## config.mk

```make
export PLATFORM = sky130hd
export DESIGN_NAME = branch_recovery_ctrl
export DESIGN_NICKNAME = d
export VERILOG_FILES = /design/src/rtl/branch_recovery_ctrl.sv
export SDC_FILE = /design/constraint.sdc
export NUM_CORES = 1
export LEC_CHECK = 0
export BUFFER_PORTS_ARGS = -buffer_cell sky130_fd_sc_hd__buf_2
export CAP_MARGIN = 10
export CORE_MARGIN = 3
export CORE_UTILIZATION = 57
export CTS_CLUSTER_SIZE = 14
export DETAILED_ROUTE_END_ITERATION = 7
export GPL_ROUTABILITY_DRIVEN = 0
export PLACE_DENSITY = 0.8
export SYNTH_ARGS = -nofsm -noshare
export SYNTH_HDL_FRONTEND = slang
export SYNTH_SLANG_ARGS = --single-unit
```

## constraint.sdc

```tcl
create_clock -name clk -period 3.7 [get_ports clk]
set_input_delay 0.555 -clock clk [delete_from_list [all_inputs] [get_ports clk]]
set_output_delay 0.555 -clock clk [all_outputs]
set_load 0.02 [all_outputs]
```

## src/rtl/branch_recovery_ctrl.sv

```systemverilog
// Branch recovery controller: ordered queue of in-flight predictions, resolve checking,
// predictor-update beat and flush/redirect sequencing. Optional macro: BRC_PC_CHECK_EN.
module branch_recovery_ctrl #(
  parameter int DEPTH        = 4,
  parameter int FLUSH_CYCLES = 2,
  parameter int CNT_W        = 16
) (
  input  logic             clk,
  input  logic             rst_n,
  input  logic             fetch_valid,
  input  logic [31:0]      fetch_pc,
  input  logic             fetch_pred_taken,
  input  logic [31:0]      fetch_pred_target,
  input  logic             resolve_valid,
  input  logic [31:0]      resolve_pc,
  input  logic             resolve_taken,
  input  logic [31:0]      resolve_target,
  output logic             q_full,
  output logic             upd_valid,
  output logic [31:0]      upd_pc,
  output logic             upd_taken,
  output logic [31:0]      upd_target,
  output logic             flush,
  output logic             redirect_valid,
  output logic [31:0]      redirect_pc,
  output logic [CNT_W-1:0] mispredict_count,
  output logic             desync_err
);

  localparam int AW = (DEPTH > 1) ? $clog2(DEPTH) : 1;
  localparam int TW = $clog2(FLUSH_CYCLES + 1);
  localparam logic [AW:0]   QFULL  = (AW+1)'(DEPTH);
  localparam logic [TW-1:0] TLOAD  = TW'(FLUSH_CYCLES);
  localparam logic [TW-1:0] TLAST  = TW'(1);

  typedef struct packed {
    logic [31:0] pc;
    logic        predTaken;
    logic [31:0] predTarget;
  } entry_t;

  typedef enum logic {RUN, FLUSH} state_t;

  state_t          state;
  logic [TW-1:0]   flushTimer;
  logic [AW-1:0]   wrPtr, rdPtr;
  logic [AW:0]     count;
  entry_t          q [DEPTH];
  entry_t          head;

  logic qEmpty, running, pushEn, resAcc, popEn;
  logic dirMiss, pcMismatch, mispredict;

  assign head    = q[rdPtr];
  assign qEmpty  = (count == '0);
  assign q_full  = (count == QFULL);
  assign running = (state == RUN);
  assign pushEn  = fetch_valid && !q_full && running;
  assign resAcc  = resolve_valid && running;
  assign popEn   = resAcc && !qEmpty;

  // An empty-queue resolve behaves like a predicted not-taken branch.
  assign dirMiss = qEmpty ? resolve_taken
                          : ((head.predTaken != resolve_taken) ||
                             (resolve_taken && (head.predTarget != resolve_target)));

`ifdef BRC_PC_CHECK_EN
  assign pcMismatch = !qEmpty && (resolve_pc != head.pc);
`else
  assign pcMismatch = 1'b0;
`endif

  assign mispredict = resAcc && (dirMiss || pcMismatch);

  // Storage needs no reset; occupancy is tracked by count/pointers.
  always_ff @(posedge clk) begin
    if (pushEn) q[wrPtr] <= '{pc: fetch_pc, predTaken: fetch_pred_taken,
                              predTarget: fetch_pred_target};
  end

  always_ff @(posedge clk or negedge rst_n) begin
    if (!rst_n) begin
      wrPtr <= '0;
      rdPtr <= '0;
      count <= '0;
    end else if (mispredict) begin
      wrPtr <= '0;
      rdPtr <= '0;
      count <= '0;
    end else begin
      if (pushEn) wrPtr <= wrPtr + 1'b1;
      if (popEn)  rdPtr <= rdPtr + 1'b1;
      case ({pushEn, popEn})
        2'b10:   count <= count + 1'b1;
        2'b01:   count <= count - 1'b1;
        default: count <= count;
      endcase
    end
  end

  always_ff @(posedge clk or negedge rst_n) begin
    if (!rst_n) begin
      state            <= RUN;
      flushTimer       <= '0;
      flush            <= 1'b0;
      redirect_valid   <= 1'b0;
      redirect_pc      <= '0;
      mispredict_count <= '0;
    end else begin
      redirect_valid <= 1'b0;
      case (state)
        RUN: begin
          if (mispredict) begin
            state          <= FLUSH;
            flushTimer     <= TLOAD;
            flush          <= 1'b1;
            redirect_valid <= 1'b1;
            redirect_pc    <= resolve_taken ? resolve_target : (resolve_pc + 32'd4);
            if (mispredict_count != '1) mispredict_count <= mispredict_count + 1'b1;
          end
        end
        FLUSH: begin
          flushTimer <= flushTimer - 1'b1;
          if (flushTimer == TLAST) begin
            state <= RUN;
            flush <= 1'b0;
          end
        end
        default: state <= RUN;
      endcase
    end
  end

  always_ff @(posedge clk or negedge rst_n) begin
    if (!rst_n) begin
      upd_valid  <= 1'b0;
      upd_pc     <= '0;
      upd_taken  <= 1'b0;
      upd_target <= '0;
    end else begin
      upd_valid <= resAcc;
      if (resAcc) begin
        upd_pc     <= qEmpty ? resolve_pc : head.pc;
        upd_taken  <= resolve_taken;
        upd_target <= resolve_target;
      end
    end
  end

`ifdef BRC_PC_CHECK_EN
  always_ff @(posedge clk or negedge rst_n) begin
    if (!rst_n)                    desync_err <= 1'b0;
    else if (resAcc && pcMismatch) desync_err <= 1'b1;
  end
`else
  assign desync_err = 1'b0;
`endif

endmodule
```

Word level (Yosys, flattened, before mapping)
Memories as Yosys holds them, arrays and structs flattened.
Cells that the tools add are included.
Storage, ports and cells
  register bits: 126
  bits in latches: 0
  memory bits (writable): 260
  memory bits (read-only): 0
  word-level logic and storage cells: 67
  memories: 1
Memory list
  q: depth 4, width 65, rd ports 1, clocked after memory_dff 0, wr ports 1, RTL line 48  | entry_t q [DEPTH];
Operators by class
  add/subtract/negate cells: 7
  $mul: 0
  divide/modulo/power cells: 0
  order comparisons: 0
  eq/ne operators: 9
  shift operators: 0
  mux-type cells: 20
  bitwise operators: 1
  reduce and logical (&&, ||, !) cells: 16
Operators by type and width (count)
  $mux 32: 2
  $add 32x3->32 const B: 1
  $ne 32x32->1: 1
  $add 16x1->16 const B: 1
  $ne 16x16->1 const B: 1
  $mux 2: 5
  $mux 1: 8
  $logic_and 1x1->1: 6
  $pmux 3 s2: 1
  $add 2x1->2 const B: 2
  $eq 2x1->1 const B: 2
  $ne 2x1->1 const B: 2
  $pmux 1 s2: 2
  $pmux 2 s2: 1
  $reduce_and 2->1: 2
  $reduce_bool 2->1: 2
  $add 3x1->3 const B: 1
  $eq 3x3->1 const B: 1
  $logic_not 3->1: 1
  $mux 3: 1
  $reduce_and 3->1: 1
  $reduce_bool 3->1: 1
  $sub 3x1->3 const B: 1
  $eq 2x2->1 const B: 1
  5 further kinds: 6

Depth between registers and ports, before layout
An unclocked memory read counts as a cell.
  depth after elaboration: 8
  mapped depth: 13
  mapped depth without buffers: 9

Worst setup path after synthesis
OpenSTA, ideal clock, no wires.
  kind: reg-to-reg
  start point: register count[0]
  end point: memory q[1][0] (netlist bit) (enable)
  data arrival time: 2754 ps
  data required time: 3270 ps
  setup slack: 516 ps
  stages on the path, launching flop included: 6
  path through: dfrtp_1 > inv_1 > and3_1 > nand2b_1 > nor2_1 > and2_1
Between the ends
  cells in the longest elaborated chain, start to end: 6
RTL lines
  from (decl): RTL line 47  | logic [AW:0] count;
  from (signal assigned): RTL line 94  | 2'b10: count <= count + 1'b1;
  from (signal assigned): RTL line 95  | 2'b01: count <= count - 1'b1;
  from (signal assigned): RTL line 96  | default: count <= count;
  $eq 3x3->1: RTL line 56  | assign q_full = (count == QFULL);
  via q_full: RTL line 18  | output logic q_full,
  $logic_not 1->1: RTL line 58  | assign pushEn = fetch_valid && !q_full && running;
  $logic_and 1x1->1 (2 in a row): RTL line 58
  $mux 1: RTL line 77  | if (pushEn) q[wrPtr] <= '{pc: fetch_pc, predTaken: fetch_pred_taken,
  $mux 1 (implied by the code): RTL line 77
  to (decl): RTL line 48
The timed path passes the listed nets, and every way through them passes these cells.

Final worst setup path
  start point: register rdPtr[0]
  end point: register redirect_pc[8]
Between the ends
  cells in the longest elaborated chain, start to end: 7
  elaborated cells between the ends (all ways): 8
  those cells by class: eq/ne (2); mux (1); reduce/logical (4); memory (1)
RTL lines
  from (decl): RTL line 46  | logic [AW-1:0] wrPtr, rdPtr;
  from (signal assigned): RTL line 92  | if (popEn) rdPtr <= rdPtr + 1'b1;
  $mem_v2 4x65 (*)
  $ne 32x32->1: RTL line 65  | (resolve_taken && (head.predTarget != resolve_target)));
  $logic_and 1x1->1: RTL line 65
  $logic_or 1x1->1 (*): RTL line 64  | : ((head.predTaken != resolve_taken) ||
  $mux 1 (*): RTL line 63  | assign dirMiss = qEmpty ? resolve_taken
  $logic_and 1x1->1 (*): RTL line 73  | assign mispredict = resAcc && (dirMiss || pcMismatch);
  $reduce_and 2->1 (no source line) (*)
  to (signal assigned): RTL line 118  | redirect_pc <= resolve_taken ? resolve_target : (resolve_pc + 32'd4);
  to (decl): RTL line 25  | output logic [31:0] redirect_pc,
Mark *: on every way between the ends. The rest lies on a longest branch, timed or not.
A chain may end at the register's enable or synchronous reset.

==> metrics.csv <==
metric,value,unit
Power Total,14.7,mW
Resized cells post-CTS,0,
drt wl/cell,22.8,um
Clock transition at path regs,0.06,ns
Setup WS pre-CTS,0.271,ns
share of layout cells above drive strength 1,0.295,
reg2reg path depth,9,
CTS H-tree depth,2,
Setup crit start kind,register,
async set or reset register ratio after synthesis,0.326,
Tcrit/Tclk final,0.940,
worst r2r src,rdPtr[0]$_DFFE_PN0P_,
gr busiest metal,met2,
worst vdd ir,0.000525,V
io pins,252,
GRT Util Overall,0.268,
M1 GR Usage,0.369,
slowest CP cell,dfrtp_4,
Root Driver,clkbuf_16,
Worst EP arrival,3.87,ns
dpl cell area,17900,um^2
Detailed Routing Iterations Pass 1,5,
Leak,7.51,nW
die height,175,um
"top cells by area, synth","edfxtp_1, dfrtp_1, mux4_2, mux2i_1, nand2_1",
leading area contributor after synthesis,edfxtp_1,
vias,10500,
# rows,61,
Slew headroom,0.275,
placed cells,1710,
first-pass GRT wire length,62.3,mm
largest net degree at the start of global routing,98,
WP data required,4.09,ns
post-synthesis cell type count,60,
Seq cells post-synth,386,
overall die area,30500,um^2
PD cells,769,nW/um^2
final core occ,0.686,
syn_area_per_cell,14.6,um^2
CTS Hold Buffers Added,0,
kind of end point of the critical path,register,
FMAX,288,MHz
top cell type's share of synthesized area,0.482,
R2R setup slack,0.22,ns
initial antenna violation count,4,
Core Footprint,27900,um^2
final cell count without fillers,1784,
DR DRC count,0,
met2 Use GR,0.436,
Crit path max-delay family,flip-flops,
Initial DRC Count,904,
number of nets in the layout,1515,
most frequent CP cell,buf_4,
final setup skew,0.0219,ns
post-route design area,19200,um^2
status,finished clean,
M3 GR Usage,0.0591,
Setup-failing EPs final,0,
area growth from synthesis to layout,18.2,%
number of synthesized flops with an enable pin,260,
Final WS setup,0.223,ns
final setup TNS,0,ns
top_reg_cell synth,edfxtp_1,
reg2reg end,redirect_pc[8]$_DFFE_PN0P_,
CTS max path bufs,3,
worst-path maximum fanout,39,
Synthesized Nets,1250,
Yosys warning count,0,
"Slew Viols, Final",0,
hold_ws,0.0491,ns
vias per inst,5.86,
Clock Latency Late Sink,0.53,ns
Starting Density,0.580,
Final min period,3.48,ns
Detailed Route WL,40.7,mm
Final Hold Vio Count,0,
clock sink count,386,
Synth Instances,1108,
Max Cap Viol,0,
register area share after synthesis,0.676,
"slowest stage delay, CP",0.83,ns
Post-CTS Setup Bufs,0,
Die W,175,um
TritonCTS Buffers,39,
TritonCTS clock tree,done,
hold crit path type,input port to async pin,
vias in the first global route,10600,
"antenna viol nets, final",0,
Slew @ Worst Pin,1.09,ns
mapped cell area,16200,um^2
Post-DP HPWL,28.0,mm
GRT overflow,0,
CP Class,register to register,
worst path cell trace,mux4_2 -> xnor2_1 -> nand4_1 -> nor4b_1 -> and4b_1 -> a21o_4 -> buf_4 -> buf_4 -> o21ai_0,
Port Buffer Count,250,
Crit path buffers/inverters,2,
RSZ-0062 raised after global routing,false,
-- state kept, by name, indices dropped and copies added, names as in the netlist, 2 cells and up --
signal / flops
upd_pc: 32
wrPtr: 2
q: 260
redirect_pc: 32
flushTimer: 2
count: 3
rdPtr: 2
mispredict_count: 16
upd_target: 32
-- logic make-up after synthesis --
kind of cell | count (synthesis) | synth area share
AOI/OAI and AO/OA | 119 | 0.0415
and+or+nand+nor | 327 | 0.0913
adders and majority gates | 8 | 0.00664
DFF | 386 | 0.676
xor gates and xnor gates | 73 | 0.0395
buffers and inverters | 65 | 0.0195
other | 1 | 0.000231
muxes | 129 | 0.125
-- where the power goes --
| group | internal (mW) | switching, mW |
|---|---|---|
| Sequential | 5.59 | 0.553 |
| Combinational | 1.94 | 2.93 |
| Clock | 2.13 | 1.58 |
-- Yosys cell counts (all sizes together) (3+ instances only) --
library cell and instances:
mux2i 63, nor4 8, edfxtp 260, mux4 57
and4 4, mux2 9, xnor2 35, and3 5
o211ai 3, dfrtp 126, buf 21, and2 8
nor2 73, nor2b 3, inv 13, o21ai 42
ha 7, nand2 157, nand3 18, nand2b 6
nor3 18, a21oi 54, clkbuf 31, nand4 16
xor2 38
-- layout by cell type (no fill, tap or decap), types with 5 or more instances in the layout --
master	instances
a21oi_1	54
and3_1	5
buf_2	249
buf_4	22
clkbuf_1	10
clkbuf_16	40
clkinv_2	12
dfrtp_1	124
edfxtp_1	260
ha_1	7
inv_1	10
mux2_2	7
mux2i_1	63
mux4_2	56
nand2_1	157
nand2b_1	6
nand3_1	18
nand4_1	16
nor2_1	72
nor3_1	16
nor4_1	6
o21ai_0	42
xnor2_1	35
xor2_1	38
-- worst max-delay path by stage --
stage	to	startpoint	slack, ns	cells after the start
2_1_floorplan	q[1][0]$_DFFE_PP_	count[0]$_DFFE_PN0P_	0.52	5
3_3_place_gp	redirect_pc[11]$_DFFE_PN0P_	rdPtr[0]$_DFFE_PN0P_	0.33	8
3_5_place_dp	flushTimer[0]$_DFFE_PN0P_	rdPtr[0]$_DFFE_PN0P_	0.27	10
4_1_cts	flushTimer[0]$_DFFE_PN0P_	rdPtr[0]$_DFFE_PN0P_	0.26	10
5_1_grt	redirect_pc[2]$_DFFE_PN0P_	rdPtr[0]$_DFFE_PN0P_	0.02	10
6_report	redirect_pc[8]$_DFFE_PN0P_	rdPtr[0]$_DFFE_PN0P_	0.22	9
-- final cells by class --
class,instances,area (um^2)
Inverter,13,50.0
Tap cell,378,473
Sequential cell,386,11000
Antenna cell,2,5.00
Timing Repair Buffer,276,1500
Multi-Input combinational cell,657,4940
Fill cell,1935,8780
Clock buffer,53,1080
Clock inverter,19,133
-- worst reg2reg max path, stage by stage (launching register included) --
cell and delay [ns]:
dfrtp_4 0.83, mux4_2 0.60, xnor2_1 0.33, nand4_1 0.14, nor4b_1 0.29, and4b_1 0.26
a21o_4 0.33, buf_4 0.24, buf_4 0.21, o21ai_0 0.12
-- layer usage --
| metal | share of wire | vias to the layer above |
|---|---|---|
| met4 | 0.032 | 6 |
| met2 | 0.48 | 519 |
| met5 | 0.00074 | - |
| met3 | 0.091 | 90 |
| met1 | 0.40 | 5207 |
| li1 | - | 4633 |
No activity file was read; power rests on OpenSTA's default activity.
